==> src/rtl/ysyx_25020047_mem_pkg.sv <==
// Shared types for the IFU/LSU data-memory arbiter: FSM states, owner encoding
// and default bus widths.
package ysyx_25020047_mem_pkg;

    localparam int DEF_ADDR_W = 32;
    localparam int DEF_DATA_W = 32;

    typedef enum logic [1:0] {
        IDLE = 2'd0,
        REQ  = 2'd1,
        WAIT = 2'd2
    } state_t;

    // Owner value doubles as the request/grant bit index in the picker.
    typedef enum logic {
        OWN_IFU = 1'b0,
        OWN_LSU = 1'b1
    } owner_t;

endpackage

==> src/rtl/ysyx_25020047_rr_arb2.sv <==
// Two-input round-robin picker: a lone request wins outright, a tie goes to the
// requester that was not granted last time.
module ysyx_25020047_rr_arb2 (
    input  logic [1:0] req,
    input  logic       last,
    output logic [1:0] gnt
);

    always_comb begin
        // NOTE: default assignment first so every path drives gnt; no latch is inferred.
        gnt = 2'b00;
        case (req)
            2'b01:   gnt = 2'b01;
            2'b10:   gnt = 2'b10;
            2'b11:   gnt = last ? 2'b01 : 2'b10;
            default: gnt = 2'b00;
        endcase
    end

endmodule

==> src/rtl/ysyx_25020047_mem_arbiter.sv <==
// Shares one single-port data memory between the IFU and LSU: round-robin grant,
// one outstanding request/response transaction, response routing and a wait timeout.
module ysyx_25020047_mem_arbiter
    import ysyx_25020047_mem_pkg::*;
#(
    parameter int ADDR_W  = DEF_ADDR_W,
    parameter int DATA_W  = DEF_DATA_W,
    parameter int TIMEOUT = 64
) (
    input  logic                clk,
    input  logic                rst,
    input  logic                ifu_req_valid,
    output logic                ifu_req_ready,
    input  logic [ADDR_W-1:0]   ifu_addr,
    output logic                ifu_rsp_valid,
    output logic [DATA_W-1:0]   ifu_rsp_data,
    input  logic                lsu_req_valid,
    output logic                lsu_req_ready,
    input  logic [ADDR_W-1:0]   lsu_addr,
    input  logic                lsu_wen,
    input  logic [DATA_W-1:0]   lsu_wdata,
    input  logic [DATA_W/8-1:0] lsu_wmask,
    output logic                lsu_rsp_valid,
    output logic [DATA_W-1:0]   lsu_rsp_data,
    output logic                mem_req_valid,
    input  logic                mem_req_ready,
    output logic [ADDR_W-1:0]   mem_addr,
    output logic                mem_wen,
    output logic [DATA_W-1:0]   mem_wdata,
    output logic [DATA_W/8-1:0] mem_wmask,
    input  logic                mem_rsp_valid,
    input  logic [DATA_W-1:0]   mem_rsp_data,
    output logic                err
);

    localparam int CNT_W = (TIMEOUT < 1) ? 1 : $clog2(TIMEOUT + 1);
    localparam logic [CNT_W-1:0] CNT_ONE   = CNT_W'(1);
    localparam logic [CNT_W-1:0] CNT_MAX   = '1;
    localparam logic [CNT_W-1:0] CNT_LIMIT = CNT_W'(TIMEOUT);

    state_t           state;
    owner_t           owner;
    owner_t           last_grant;
    logic [CNT_W-1:0] cnt;
    logic [CNT_W-1:0] cnt_inc;
    logic             timeout_hit;
    logic [1:0]       gnt;

    ysyx_25020047_rr_arb2 u_rr_arb2 (
        .req  ({lsu_req_valid, ifu_req_valid}),
        .last (last_grant == OWN_LSU),
        .gnt  (gnt)
    );

    // Acceptance is combinational so a requester can hand off in the same cycle it asks.
    assign ifu_req_ready = (state == IDLE) && gnt[0];
    assign lsu_req_ready = (state == IDLE) && gnt[1];

    // Saturating increment; the count can never wrap back below the limit.
    assign cnt_inc     = (cnt == CNT_MAX) ? cnt : cnt + CNT_ONE;
    assign timeout_hit = (TIMEOUT != 0) && (cnt_inc == CNT_LIMIT);

    always_ff @(posedge clk) begin
        if (rst) begin
            // NOTE: every register, including the latched request fields, is reset so an
            // abandoned transaction leaves nothing visible on the outputs.
            state         <= IDLE;
            owner         <= OWN_IFU;
            last_grant    <= OWN_LSU;
            cnt           <= '0;
            mem_req_valid <= 1'b0;
            mem_addr      <= '0;
            mem_wen       <= 1'b0;
            mem_wdata     <= '0;
            mem_wmask     <= '0;
            ifu_rsp_valid <= 1'b0;
            ifu_rsp_data  <= '0;
            lsu_rsp_valid <= 1'b0;
            lsu_rsp_data  <= '0;
            err           <= 1'b0;
        end else begin
            // NOTE: non-blocking assignments throughout, so every branch sees pre-edge state.
            ifu_rsp_valid <= 1'b0;
            lsu_rsp_valid <= 1'b0;
            err           <= 1'b0;
            case (state)
                IDLE: begin
                    if (gnt[0]) begin
                        owner         <= OWN_IFU;
                        last_grant    <= OWN_IFU;
                        mem_addr      <= ifu_addr;
                        mem_wen       <= 1'b0;
                        mem_wdata     <= '0;
                        mem_wmask     <= '0;
                        mem_req_valid <= 1'b1;
                        state         <= REQ;
                    end else if (gnt[1]) begin
                        owner         <= OWN_LSU;
                        last_grant    <= OWN_LSU;
                        mem_addr      <= lsu_addr;
                        mem_wen       <= lsu_wen;
                        mem_wdata     <= lsu_wdata;
                        mem_wmask     <= lsu_wmask;
                        mem_req_valid <= 1'b1;
                        state         <= REQ;
                    end
                end
                REQ: begin
                    if (mem_req_ready) begin
                        mem_req_valid <= 1'b0;
                        cnt           <= '0;
                        state         <= WAIT;
                    end
                end
                WAIT: begin
                    if (mem_rsp_valid) begin
                        if (owner == OWN_IFU) begin
                            ifu_rsp_valid <= 1'b1;
                            ifu_rsp_data  <= mem_rsp_data;
                        end else begin
                            lsu_rsp_valid <= 1'b1;
                            lsu_rsp_data  <= mem_wen ? '0 : mem_rsp_data;
                        end
                        state <= IDLE;
                    end else if (timeout_hit) begin
                        if (owner == OWN_IFU) begin
                            ifu_rsp_valid <= 1'b1;
                            ifu_rsp_data  <= '0;
                        end else begin
                            lsu_rsp_valid <= 1'b1;
                            lsu_rsp_data  <= '0;
                        end
                        err   <= 1'b1;
                        state <= IDLE;
                    end else begin
                        cnt <= cnt_inc;
                    end
                end
                default: state <= IDLE;
            endcase
        end
    end

endmodule

==> config.mk <==
export PLATFORM = sky130hd
export DESIGN_NAME = ysyx_25020047_mem_arbiter
export DESIGN_NICKNAME = d
export VERILOG_FILES = /design/src/rtl/ysyx_25020047_mem_pkg.sv /design/src/rtl/ysyx_25020047_rr_arb2.sv /design/src/rtl/ysyx_25020047_mem_arbiter.sv
export SDC_FILE = /design/constraint.sdc
export NUM_CORES = 1
export LEC_CHECK = 0
export CAP_MARGIN = 20
export CORE_MARGIN = 2
export CORE_UTILIZATION = 25
export DETAILED_ROUTE_END_ITERATION = 10
export PLACE_DENSITY = 0.62
export SYNTH_ARGS = -nofsm -noshare
export SYNTH_HDL_FRONTEND = slang
export SYNTH_SLANG_ARGS = --single-unit
==> constraint.sdc <==
create_clock -name clk -period 2.25 [get_ports clk]
set_input_delay 0.45 -clock clk [delete_from_list [all_inputs] [get_ports clk]]
set_output_delay 0.45 -clock clk [all_outputs]
set_load 0.01 [all_outputs]
# Word-level counts from Yosys, hierarchy flattened
# Cells that the tools add are included.
[word_totals]
ff_bits = 148
latch_bits = 0
ram_bits = 0
mem_bits_ro = 0
in_bits = 139
out_inout_bits = 139
elab_cells = 86
memories = 0
[op_classes]
add_sub_neg = 1
multipliers = 0
div = 0
order_cmp = 0
n_eq_ne = 12
shift = 0
n_mux = 42
n_bitwise = 2
reduce_logical = 15
[ops]
columns = ["cell", "count"]
rows = [
  ["$mux 32", 13],
  ["$mux 7", 4],
  ["$eq 7x7->1 const B", 2],
  ["$pmux 7 s2", 1],
  ["$mux 1", 13],
  ["$mux 2", 6],
  ["$pmux 2 s3", 2],
  ["$reduce_and 3->1", 4],
  ["$mux 4", 2],
  ["$reduce_bool 2->1", 4],
  ["$add 7x1->7 const B", 1],
  ["$eq 2x2->1 const B", 3],
  ["$ne 2x2->1 const B", 3],
  ["$ne 3x3->1 const B", 2],
  ["$eq 2x1->1 const B", 2],
  ["$reduce_and 4->1", 1],
  ["$reduce_or 3->1", 1],
  ["$logic_and 1x1->1", 2],
  ["$logic_not 2->1", 1],
  ["$not 1->1", 2],
  ["$pmux 1 s2", 1],
  ["$reduce_and 2->1", 1],
  ["$reduce_or 2->1", 1],
]

# Depth between registers and ports, before layout
[depth]
ltp_word = 6
ltp_mapped = 8
depth_no_buf = 6

# By module
# Synthesis repeated with hierarchy kept, for this count alone.
[unflattened]
cells_unflattened = 659
area_unflattened_um2 = 5982.0
[by_module_without_submodules]
columns = ["mod", "instances", "cells_each", "area_each_um2"]
rows = [
  ["ysyx_25020047_mem_arbiter", 1, 656, 5963.2],
  ["ysyx_25020047_rr_arb2", 1, 3, 18.8],
]

# Worst setup path after synthesis
# No wires, ideal clock.
[synth_timing]
path_type = "reg2reg"
from = "register cnt[0]"
to = "register lsu_rsp_data[13]"
setup_ns = 0.139
arrival_ns = 1.753
t_required_ns = 2.111
slack_ns = 0.358
path_stages_with_launch = 9
period_less_slack_ns = 1.892
cell_sequence = "dfxtp_1 -> ha_1 -> and4_4 -> o31ai_1 -> nor2_1 -> nor3_2 -> buf_4 -> buf_4 -> a311oi_1"
[synth_via]
elab_chain_len = 5
elab_cells_between_ends = 6
classes_between = "1 x add/sub; 2 x eq/ne; 1 x mux; 2 x reduce/logical"
[synth_lines]
columns = ["element", "line", "text"]
rows = [
  ["start, declared", "ysyx_25020047_mem_arbiter.sv:44", "logic [CNT_W-1:0] cnt;"],
  ["start signal, assigned", "ysyx_25020047_mem_arbiter.sv:136", "cnt <= cnt_inc;"],
  ["$add 7x1->7 / $eq 7x7->1 (equally long branches)", "ysyx_25020047_mem_arbiter.sv:60", "assign cnt_inc = (cnt == CNT_MAX) ? cnt : cnt + CNT_ONE;"],
  ["$mux 7 (*)", "ysyx_25020047_mem_arbiter.sv:60", ""],
  ["$eq 7x7->1 (*)", "ysyx_25020047_mem_arbiter.sv:61", "assign timeout_hit = (TIMEOUT != 0) && (cnt_inc == CNT_LIMIT);"],
  ["$reduce_bool 2->1 (no line) (*)", "-", ""],
  ["$reduce_and 3->1 (no line) (*)", "-", ""],
  ["end signal, assigned", "ysyx_25020047_mem_arbiter.sv:122", "lsu_rsp_data <= mem_wen ? '0 : mem_rsp_data;"],
  ["end, declared", "ysyx_25020047_mem_arbiter.sv:24", "output logic [DATA_W-1:0] lsu_rsp_data,"],
]
# Mark *: on every way between the ends. The rest lies on a longest branch, timed or not.
# A chain may end at the register's enable or synchronous reset.

# Worst setup path after layout
[layout_timing]
from = "input port ifu_req_valid"
to = "output port ifu_req_ready"
[layout_via]
elab_chain_len = 3
elab_cells_between_ends = 5
classes_between = "3 x eq/ne; 1 x mux; 1 x reduce/logical"
[layout_lines]
columns = ["element", "line", "text"]
rows = [
  ["start, declared", "ysyx_25020047_mem_arbiter.sv:12", "input logic ifu_req_valid,"],
  ["$eq 2x2->1 / $eq 2x1->1 (equally long branches)", "ysyx_25020047_rr_arb2.sv:12", "case (req)"],
  ["$pmux 2 s3 (*)", "ysyx_25020047_rr_arb2.sv:12", ""],
  ["$logic_and 1x1->1 (*)", "ysyx_25020047_mem_arbiter.sv:56", "assign ifu_req_ready = (state == IDLE) && gnt[0];"],
  ["end, declared", "ysyx_25020047_mem_arbiter.sv:13", "output logic ifu_req_ready,"],
]
# Marked as above.

==> flow_metrics.py <==
metrics = {
    "status": {
        "outcome": "completed",
    },
    "global_route": {
        "grt_max_degree": 65,
        "antenna_found_initial": 0,
        "track_usage_pct": 15.2,
        "grt_pass1_vias": 5750,
        "grt_overflow_total": 0,
        "grt_pass1_wl_mm": 31.5,
    },
    "worst_setup_path": {
        "crit_type": "input port to output port",
        "cp-end-kind": "output port",
        "path_buf_inv": 3,
        "crit_arrival_ps": 1680,
        "crit_required_ps": 1800,
        "critical-path-slowest-cell": "clkdlybuf4s50_1",
        "critPathTopFamily": "buffers and inverters",
        "cp-start-kind": "input port",
        "crit_fanout": 3,
        "slowest_delay_ps": 530,
        "path_cells": "clkdlybuf4s50_1 > buf_4 > o21ai_4 > nor3_1 > dlygate4sd2_1",
    },
    "power_and_ir_drop": {
        "finalPower_mw": 6.75,
        "p_leak_nw": 3.46,
        "power_density_nw_per_um2": 683,
        "vdd_drop_max_v": 0.000420,
    },
    "cells_and_area": {
        "fillCellCount": 2334,
        "seqCellArea_um2": 2960,
        "multi_input_area_um2": 2810,
        "nets": 1066,
        "diodes": 0,
        "drive_gt1_share_pct": 8.52,
        "syn2layout_area_growth_pct": 63.2,
    },
    "drt": {
        "route.detailed.drc": 0,
        "drtAntennaViolNets": 0,
        "vias": 6017,
        "wl_mm": 20.1,
        "dr.pass1.iters": 4,
        "via_per_inst": 4.78,
        "drt_iter0_drc": 464,
        "avgRoutedWirePerCell_um": 16.0,
    },
    "clock_network": {
        "clk_latency_ps": 420,
        "cts_tree": "built",
        "cts_root_buf": "clkbuf_16",
        "cts_buffers": 17,
        "cts.clk_slew.worst_paths_ps": 60,
        "htreeDepth": 4,
        "clockBufferDepth": 2,
        "cts_hold_buf": 0,
        "clock-sinks": 148,
    },
    "min_path": {
        "hp-class": "input port to flip-flop",
    },
    "synth": {
        "synth_cells": 663,
        "post_synth_num_cell_types": 42,
        "syn-cell-area_um2": 6050,
        "seq_area_frac_synth_pct": 49.0,
        "synth-edff-count": 0,
        "ys_ff_latch": 148,
        "dominantRegCellSynth": "dfxtp_1",
        "syn-num-nets": 803,
        "synthArstFlopShare_pct": 0,
        "avgSynthCellArea_um2": 9.13,
        "synth_warnings": 0,
    },
    "floorplanning": {
        "die-area_um2": 25500,
        "die_h_um": 160,
        "rows": 56,
        "chipWidth_um": 160,
        "initial_utilization_pct": 25.6,
        "core_area_um2": 23600,
        "ioPinCount": 278,
    },
    "placement": {
        "gp_congestion": 0.804,
        "dp_hpwl_mm": 13.7,
        "portBuffers": 277,
    },
    "sta": {
        "finalCritPeriodShare_pct": 94.6,
        "fmax_ghz": 0.470,
        "finalSetupViolCount": 0,
        "hold_viol": 0,
        "slew_headroom_pct": 63.9,
        "fin_crit_ps": 2130,
        "slew_violations": 0,
        "worstMarginPinSlew_ps": 542,
        "clock-skew-final_ps": 8.90,
        "hold-worst-slack_ps": 439,
    },
    "flow_run": {
        "max_cap_violations": 0,
    },
}
==> cells in the final DEF (no fill, tap or decap), types with 17 or more instances in the layout <==
cell type,Yosys,layout
nor2_1,82,81
dfxtp_1,148,148
a22oi_1,38,38
clkbuf_16,0,17
a211oi_1,67,67
a21oi_1,103,103
mux2i_1,33,32
a311oi_1,33,33
nand2_1,35,35
clkdlybuf4s50_1,0,274
buf_4,13,26
==> stage by stage <==
step                      instances  setup TNS [ps]  utilization, %  worst slack (ps)  area, um^2
final                          1258               0            41.8               121        9870
after global routing           1258           -7.98            41.8             -7.98        9870
after CTS                      1258               0            41.8              18.5        9870
after detailed placement       1226            -693            39.3              -317        9270
after global placement         1226            -435            39.3              -314        9270
after floorplan                 663               0               -               358        6050
==> report_power, final <==
group	internal [mW]	total, mW	switching, mW	leakage [nW]
combinational	0.604	1.11	0.504	1.97
clock	1.59	2.83	1.24	0.283
sequential	2.74	2.81	0.0692	1.20
total	4.94	6.75	1.81	3.46
==> worst paths after layout <==
kind,startpoint,endpoint,slack (ps),depth (start not counted)
hold / removal,rst,mem_wen,440,2
setup reg to reg,cnt[0],ifu_rsp_valid,200,7
setup / recovery,ifu_req_valid,ifu_req_ready,120,5
hold reg to reg,mem_addr[27],mem_addr[27],500,2
==> routing by layer <==
layer	share of wire [%]	track usage (%)	wire (um)
met5	0	0	0
met4	1.4	4.75	283
met3	8.8	5.11	1780
met2	44	23.8	8900
met1	46	19.8	9160
==> flip-flops by register name, summed over array words and instances (netlist names), 2 cells and up <==
register      flops
mem_addr         32
state             2
mem_wmask         4
lsu_rsp_data     32
mem_wdata        32
ifu_rsp_data     32
cnt               7
==> synthesized netlist by cell type (2+ instances only) <==
library cell	number	area [um^2]
and3b_1	2	17.5
o21bai_1	2	15.0
nor3b_1	2	15.0
a211oi_1	67	503
clkbuf_1	39	146
nand4_1	2	12.5
nor3_1	7	35.0
xor2_1	2	17.5
inv_1	7	26.3
nor3_2	2	20.0
a21oi_1	103	515
o21ai_0	4	20.0
nor2_1	82	308
nor3b_2	2	25.0
a22oi_1	38	285
nand3b_1	2	15.0
mux2i_1	33	330
a311oi_1	33	289
nand2_1	35	131
buf_2	13	65.1
nand2b_1	4	25.0
dfxtp_1	148	2960
buf_4	13	97.6
nand3_1	3	15.0
==> area by class of cell <==
class | count | area share [%]
tap | 319 | 4.04
multi-input combinational | 443 | 28.5
clock buffer | 18 | 4.45
timing repair buffer | 309 | 31.3
inverter | 7 | 0.266
clock inverter | 14 | 1.44
sequential | 148 | 30.0
==> cell families after synthesis <==
group / after synthesis / share of synthesized area [%]
AND/OR/NAND/NOR: 150 / 11.2
XOR/XNOR: 2 / 0.290
buffers and inverters: 72 / 5.54
AO/OA/AOI/OAI: 256 / 28.1
adder cells (fa/ha/maj): 1 / 0.207
multiplexers: 34 / 5.65
flip-flops: 148 / 49.0
==> repair_timing <==
item / CTS / global route
setup buffers: 0 / 0
pin swaps: 0 / 1
endpoints found under the setup margin: 2 / 2
gates resized for setup: 4 / 4
No activity file was read; power rests on OpenSTA's default activity.
